$ cat src/rtl/comparator_pkg.sv
// comparator_pkg: shared result type, signed-mapping helper and default counter width
// for the comparator_stream block.
package comparator_pkg;

    typedef struct packed {
        logic gt;
        logic eq;
        logic lt;
    } cmp_res_t;

    localparam int CNT_W_DEFAULT = 16;

    // Widest operand the core supports; operands are zero-extended to this before comparing.
    localparam int MAX_W = 64;

    // Flipping the sign bit turns two's-complement order into plain unsigned order.
    function automatic logic [MAX_W-1:0] msb_flip(input logic [MAX_W-1:0] v, input int w);
        logic [MAX_W-1:0] m;
        m = MAX_W'(1) << (w - 1);
        return v ^ m;
    endfunction

endpackage

$ cat src/rtl/comparator_stream_if.sv
// comparator_stream_if: operand-pair input stream and one-hot result output stream.
// master = producer/consumer side, slave = the comparator itself.
interface comparator_stream_if #(
    parameter int WIDTH = 8
);

    logic             in_valid;
    logic             in_ready;
    logic [WIDTH-1:0] in_a;
    logic [WIDTH-1:0] in_b;
    logic             in_signed;
    logic             out_valid;
    logic             out_ready;
    logic             out_gt;
    logic             out_eq;
    logic             out_lt;

    modport master (
        output in_valid, in_a, in_b, in_signed, out_ready,
        input  in_ready, out_valid, out_gt, out_eq, out_lt
    );

    modport slave (
        input  in_valid, in_a, in_b, in_signed, out_ready,
        output in_ready, out_valid, out_gt, out_eq, out_lt
    );

endinterface

$ cat src/rtl/comparator_core.sv
// comparator_core: combinational WIDTH-bit magnitude compare, signed or unsigned.
// WIDTH must not exceed comparator_pkg::MAX_W.
module comparator_core
    import comparator_pkg::*;
#(
    parameter int WIDTH = 8
) (
    input  logic [WIDTH-1:0] a,
    input  logic [WIDTH-1:0] b,
    input  logic             is_signed,
    output cmp_res_t         res
);

    logic [MAX_W-1:0] ax;
    logic [MAX_W-1:0] bx;

    // Signed compare reuses the unsigned comparator after the sign-bit flip.
    always_comb begin
        ax = MAX_W'(a);
        bx = MAX_W'(b);
        if (is_signed) begin
            ax = msb_flip(ax, WIDTH);
            bx = msb_flip(bx, WIDTH);
        end
        res.gt = (ax > bx);
        res.eq = (ax == bx);
        res.lt = (ax < bx);
    end

endmodule

$ cat src/rtl/comparator_stream.sv
// comparator_stream: two-stage pipelined comparator on valid/ready streams, 2-cycle latency.
// Define COMPARATOR_STREAM_STATS_EN to add saturating gt/eq/lt result counters.
module comparator_stream
    import comparator_pkg::*;
#(
    parameter int WIDTH = 8
`ifdef COMPARATOR_STREAM_STATS_EN
    ,
    parameter int CNT_W = CNT_W_DEFAULT
`endif
) (
    input  logic              clk,
    input  logic              rst_n,
    comparator_stream_if.slave bus
`ifdef COMPARATOR_STREAM_STATS_EN
    ,
    input  logic              stats_clr,
    output logic [CNT_W-1:0]  cnt_gt,
    output logic [CNT_W-1:0]  cnt_eq,
    output logic [CNT_W-1:0]  cnt_lt
`endif
);

    logic             init_done;
    logic             s1_valid;
    logic [WIDTH-1:0] s1_a;
    logic [WIDTH-1:0] s1_b;
    logic             s1_signed;
    logic             s2_valid;
    cmp_res_t         s2_res;
    cmp_res_t         core_res;
    logic             s2_load;
    logic             in_ready_int;

    // S2 accepts when empty or draining; S1 may refill in the same cycle it drains into S2.
    assign s2_load      = !s2_valid || bus.out_ready;
    assign in_ready_int = init_done && (!s1_valid || s2_load);
    assign bus.in_ready = in_ready_int;

    always_ff @(posedge clk or negedge rst_n) begin
        if (!rst_n) begin
            init_done <= 1'b0;
        end else begin
            init_done <= 1'b1;
        end
    end

    always_ff @(posedge clk or negedge rst_n) begin
        if (!rst_n) begin
            s1_valid  <= 1'b0;
            s1_a      <= '0;
            s1_b      <= '0;
            s1_signed <= 1'b0;
        end else if (in_ready_int) begin
            s1_valid <= bus.in_valid;
            if (bus.in_valid) begin
                s1_a      <= bus.in_a;
                s1_b      <= bus.in_b;
                s1_signed <= bus.in_signed;
            end
        end
    end

    comparator_core #(
        .WIDTH(WIDTH)
    ) u_core (
        .a        (s1_a),
        .b        (s1_b),
        .is_signed(s1_signed),
        .res      (core_res)
    );

    // Flags are stored zeroed for bubbles so the outputs need no gating.
    always_ff @(posedge clk or negedge rst_n) begin
        if (!rst_n) begin
            s2_valid <= 1'b0;
            s2_res   <= '0;
        end else if (s2_load) begin
            s2_valid <= s1_valid;
            s2_res   <= s1_valid ? core_res : '0;
        end
    end

    assign bus.out_valid = s2_valid;
    assign bus.out_gt    = s2_res.gt;
    assign bus.out_eq    = s2_res.eq;
    assign bus.out_lt    = s2_res.lt;

`ifdef COMPARATOR_STREAM_STATS_EN
    logic out_fire;

    assign out_fire = s2_valid && bus.out_ready;

    // Clear beats a coincident increment; each counter sticks at all-ones.
    always_ff @(posedge clk or negedge rst_n) begin
        if (!rst_n) begin
            cnt_gt <= '0;
            cnt_eq <= '0;
            cnt_lt <= '0;
        end else if (stats_clr) begin
            cnt_gt <= '0;
            cnt_eq <= '0;
            cnt_lt <= '0;
        end else if (out_fire) begin
            if (s2_res.gt && (cnt_gt != '1)) begin
                cnt_gt <= cnt_gt + CNT_W'(1);
            end
            if (s2_res.eq && (cnt_eq != '1)) begin
                cnt_eq <= cnt_eq + CNT_W'(1);
            end
            if (s2_res.lt && (cnt_lt != '1)) begin
                cnt_lt <= cnt_lt + CNT_W'(1);
            end
        end
    end
`endif

endmodule

$ cat src/flat_wrapper.sv
// flat-port wrapper written by rule: the top's interface ports become plain ports
module comparator_stream_flat import comparator_pkg::*;
#(
    parameter int WIDTH = 8

)
  (clk, rst_n, bus_in_valid, bus_in_a, bus_in_b, bus_in_signed, bus_out_ready, bus_in_ready, bus_out_valid, bus_out_gt, bus_out_eq, bus_out_lt);
  comparator_stream_if #(.WIDTH(WIDTH)) bus_i ();
  input  logic clk;
  input  logic rst_n;
  input wire logic [$bits(bus_i.in_valid)-1:0] bus_in_valid;
  input wire logic [$bits(bus_i.in_a)-1:0] bus_in_a;
  input wire logic [$bits(bus_i.in_b)-1:0] bus_in_b;
  input wire logic [$bits(bus_i.in_signed)-1:0] bus_in_signed;
  input wire logic [$bits(bus_i.out_ready)-1:0] bus_out_ready;
  output wire logic [$bits(bus_i.in_ready)-1:0] bus_in_ready;
  output wire logic [$bits(bus_i.out_valid)-1:0] bus_out_valid;
  output wire logic [$bits(bus_i.out_gt)-1:0] bus_out_gt;
  output wire logic [$bits(bus_i.out_eq)-1:0] bus_out_eq;
  output wire logic [$bits(bus_i.out_lt)-1:0] bus_out_lt;
  assign bus_i.in_valid = bus_in_valid;
  assign bus_i.in_a = bus_in_a;
  assign bus_i.in_b = bus_in_b;
  assign bus_i.in_signed = bus_in_signed;
  assign bus_i.out_ready = bus_out_ready;
  assign bus_in_ready = bus_i.in_ready;
  assign bus_out_valid = bus_i.out_valid;
  assign bus_out_gt = bus_i.out_gt;
  assign bus_out_eq = bus_i.out_eq;
  assign bus_out_lt = bus_i.out_lt;
  comparator_stream #(.WIDTH(WIDTH)) u_core (.clk(clk), .rst_n(rst_n), .bus(bus_i));
endmodule
$ cat config.mk
export PLATFORM = sky130hd
export DESIGN_NAME = comparator_stream_flat
export DESIGN_NICKNAME = d
export VERILOG_FILES = /design/src/rtl/comparator_pkg.sv /design/src/rtl/comparator_stream_if.sv /design/src/rtl/comparator_core.sv /design/src/rtl/comparator_stream.sv /design/src/flat_wrapper.sv
export SDC_FILE = /design/constraint.sdc
export NUM_CORES = 1
export LEC_CHECK = 0
export ABC_AREA = 1
export CAP_MARGIN = 25
export CORE_ASPECT_RATIO = 0.6
export CORE_UTILIZATION = 49
export CTS_CLUSTER_SIZE = 20
export DETAILED_ROUTE_END_ITERATION = 12
export PLACE_DENSITY = 0.8
export SYNTH_ARGS = -nofsm -noshare
export SYNTH_HDL_FRONTEND = slang
export SYNTH_HIERARCHICAL = 1
export SYNTH_SLANG_ARGS = --single-unit
$ cat constraint.sdc
create_clock -name clk -period 1.5 [get_ports clk]
set_input_delay 0.3 -clock clk [delete_from_list [all_inputs] [get_ports clk]]
set_output_delay 0.3 -clock clk [all_outputs]
set_load 0.005 [all_outputs]
After elaboration in Yosys (flattened, before gate mapping) --
Cells that the tools add are included.
Operators by class: magnitude comparators 2, eq/ne operators 1, multiplexer cells 3, bitwise gates (word level) 2, reduce and logical (&&, ||, !) cells 6
Operators by type and width (number):
- $eq A64 B64 Y1 | 1
- $gt A64 B64 Y1 | 1
- $lt A64 B64 Y1 | 1
- $mux W8 | 2
- $mux W3 | 1
- $logic_not A1 Y1 | 2
- $logic_or A1 B1 Y1 | 2
- $not A1 Y1 | 2
- $reduce_and A2 Y1 | 1
- $logic_and A1 B1 Y1 | 1
Storage, ports and cells: flip-flop bits (word level) 23, output and inout port bits 5

Logic depth before layout (Yosys ltp) --
Gate-level depths: netlist of run 1.
word-level depth 5, gate-level depth with buffers 11, depth with buffers taken out 11

By module --
The synthesis of run 1 kept the hierarchy.
By module, submodules not included:
- comparator_stream | times used 1, cells each 100, area an instance 952.2 sq um, seq. area each 575.6 sq um
- comparator_core | times used 1, cells each 44, area an instance 255.2 sq um, seq. area each 0.0 sq um

Worst setup path after synthesis of run 1 --
OpenSTA, ideal clock, no wires.
kind register to register, from register u_core.s1_a[5], to register u_core.s2_res, in the netlist u_core/bus.out_lt, setup time 77 ps, data arrival time 1209 ps, required time 1423 ps, path slack 214 ps, cell stages (with the launch flop) 8, buffers on the path 0, clock period less this slack 1286 ps, path through dfrtp_1 -> ha_1 -> a21oi_1 -> nor2_1 -> nor2_1 -> and2_1 -> nand2_1 -> a21oi_1
RTL lines:
- start, declared | line comparator_stream.sv:26 | logic [WIDTH-1:0] s1_a;
- start signal, assigned | line comparator_stream.sv:57 | s1_a <= bus.in_a;
- end signal, assigned | line comparator_stream.sv:80 | s2_res <= s1_valid ? core_res : '0;
- end, declared | line comparator_stream.sv:30 | cmp_res_t s2_res;

==> out/qor.txt, run 1 <==
initial drt markers: 38
hold_buf cts: 0
Cell Rows: 13
worst-path cell chain: ha_1 -> a21oi_2 -> nor2_1 -> nor2_1 -> and2_1 -> nand2_1 -> a21oi_1
HP Class: input port to async pin
Initial Util: 53.8%
yosys warns: 6
ys flop type: dfrtp_1
Total GRT Usage: 21.3%
Syn Inst Count: 144
count of final hold-check violations: 0
fillcell total: 165
Global Route met3 Usage: 5.97%
maximum capacitance violations: 0
Syn Nets: 172
CP arrival: 1600 ps
Clk pin slew, worst setup/hold paths: 80 ps
max-slew violations: 0
met1 usage: 24.5%
count leader, synth: nand2_1
critical path fanouts, max: 2
crit-path most repeated cell: nor2_1
DR vias: 1040
global-route wire length before repair: 4010 microns
largest net degree at the start of global routing: 24
P per Cell Area: 1080 nW/um^2
I/O Buffers: 25
Seq/Total Area, Yosys: 47.7%
DRC errors left: 0
Worst path max stage delay: 390 ps
Synth area leaders: dfrtp_1 (48%), nand2_1 (16%), nand4_1 (8.8%)
Worst Path Required: 1690 ps
GRT met2 Usage: 37.8%
count of cell types in the netlist: 17
GR peak layer: met2
layout cell share with drive strength beyond 1: 13.8%
gr ovfl total: 0
DRT antenna net count: 0
Final Cycle Share: 94.0%
total CTS buffers: 3
synthesized flop and latch total: 23
maximum clock rate: 709 MHz
Final nets: 203
RePlAce Congestion: 0.763
TritonCTS clock tree: built
share of Yosys cell area claimed by the top area cell type: 47.7%
Critical Path End Type: flop
syn_area_per_cell: 8.38 sq um
total wire length: 2490 microns
Syn Std Cell Area: 1210 sq um
Clock Path Buffers: 2
Setup Skew: 3.41 ps
worst path bufs/invs: 0
Tmin final: 1410 ps
initial antenna violation count: 0
HPWL Detailed: 1830 microns
delay-heaviest family, CP: flip-flops
Die Area: 2670 sq um
# IOs: 26
cell taking the most area after synthesis: dfrtp_1
EDFF count, synth: 0
Avg WL per Cell: 12.2 microns
die width: 66.1 microns
# clock sinks: 23
Diodes inserted: 0
clk_lat worst skew: 260 ps
htree depth: 1
crit path kind: flop to flop
Hold WS: 380 ps
routed vias/inst: 5.10
Slowest cell on crit path: dfrtp_1
status: completed
top cells by count, synth: nand2_1 (53), dfrtp_1 (23), nand4_1 (17)
router iterations before antenna repair: 4
number of global-route vias before repair: 942
core region area: 2240 sq um
area of the multi-input gates: 558 sq um
Reg area: 576 sq um
Root Driver: clkbuf_8
leakage power: 0.807 nW
Die H: 40.5 microns
Post-synth ARST share: 100%
area grow syn2layout: 30.8%
final setup fails: 0
final instance area: 1580 sq um
Placed Area: 1500 sq um
VDD IR max: 0.632 mV
Worst setup SP type: flop
[cell families after synthesis]
kind of cell	share of synthesized area, %
and+or+nand+nor	34.3
buffers and inverters	7.98
other	0.311
DFF	47.7
AOI/OAI and AO/OA	2.49
adders and majority gates	7.25
[final cells by class]
class                   instances  area share (%)
repair buffers                 32            19.2
inverters                      16            3.80
clock buffers                   4            2.85
flip-flops and latches         23            36.5
multi-input cells              99            35.3
well taps                      30            2.38
[metrics by stage]
step	total power (W)	cells	util, %	setup TNS [ps]	setup slack [ps]
after floorplan	0.00110	144	-	0	214
after global placement	0.00128	198	66.7	-2330	-265
after detailed placement	0.00131	198	66.7	-2760	-291
after CTS	0.00168	203	69.0	0	4.25
after global routing	0.00183	204	70.3	-5.97	-5.97
final	0.00170	204	70.3	0	89.9
[worst paths after layout]
check,start,endpoint,slack (ps),depth (start not counted)
min in group clk,u_core/s1_a[0],u_core/s1_a[0],480,2
worst max register to register,u_core/s1_a[5],u_core/bus.out_lt,90,7
worst max-delay path,u_core/s1_a[5],u_core/bus.out_lt,90,7
worst min register to register,u_core/s1_a[0],u_core/s1_a[0],480,2
worst min-delay path,rst_n,u_core/s1_b[2],380,2
max in group asynchronous,rst_n,u_core/init_done,890,2
[routing by layer]
metal | vias to the layer above | part of all wire, %
li1 | 523 | -
met1 | 482 | 45
met2 | 30 | 49
met3 | 5 | 5.5
met4 | 0 | 0.84
met5 | - | 0
[where the power goes]
part / internal (W) / switching, W / total [W]
logic: 0.000259 / 0.000279 / 0.000538
registers: 0.000722 / 0.0000708 / 0.000793
clock network: 0.000189 / 0.000182 / 0.000372
total: 0.00117 / 0.000532 / 0.00170
[flip-flops by register name, summed over array words and instances (netlist names)]
register              count
u_core/bus.out_eq         1
u_core/bus.out_gt         1
u_core/bus.out_lt         1
u_core/bus.out_valid      1
u_core/init_done          1
u_core/s1_a               8
u_core/s1_b               8
u_core/s1_signed          1
u_core/s1_valid           1
[layout by cell type, fill, tap and decap left out]
master / count
ha_1: 6
dlymetal6s2s_1: 1
inv_1: 13
nand3_1: 2
nor2_1: 5
nand2_2: 3
nand2_1: 52
a21oi_1: 4
and2_1: 1
inv_2: 3
clkbuf_1: 1
nand3_2: 1
ha_4: 1
dfrtp_1: 23
nand4_1: 17
nor2_2: 1
nor3_2: 1
dlygate4sd2_1: 2
a21oi_2: 2
buf_4: 7
clkbuf_8: 3
clkdlybuf4s50_1: 22
nand3_4: 2
conb_1: 1
[timing repair]
item                       4_1_cts  5_1_grt
setup endpoints to repair        1        4
pin swaps                        1        5
cloned                           0        0
resized for setup                4        6
setup buffers                    1        1
(Power assumes the default switching activity.)
==> run 2, diff against run 1 <==
Settings changed: CAP_MARGIN 25 to 10, CTS_CLUSTER_DIAMETER set to 60.
==> results of run 2 <==
The final DEF is identical to that of run 1; final timing and power are the same.
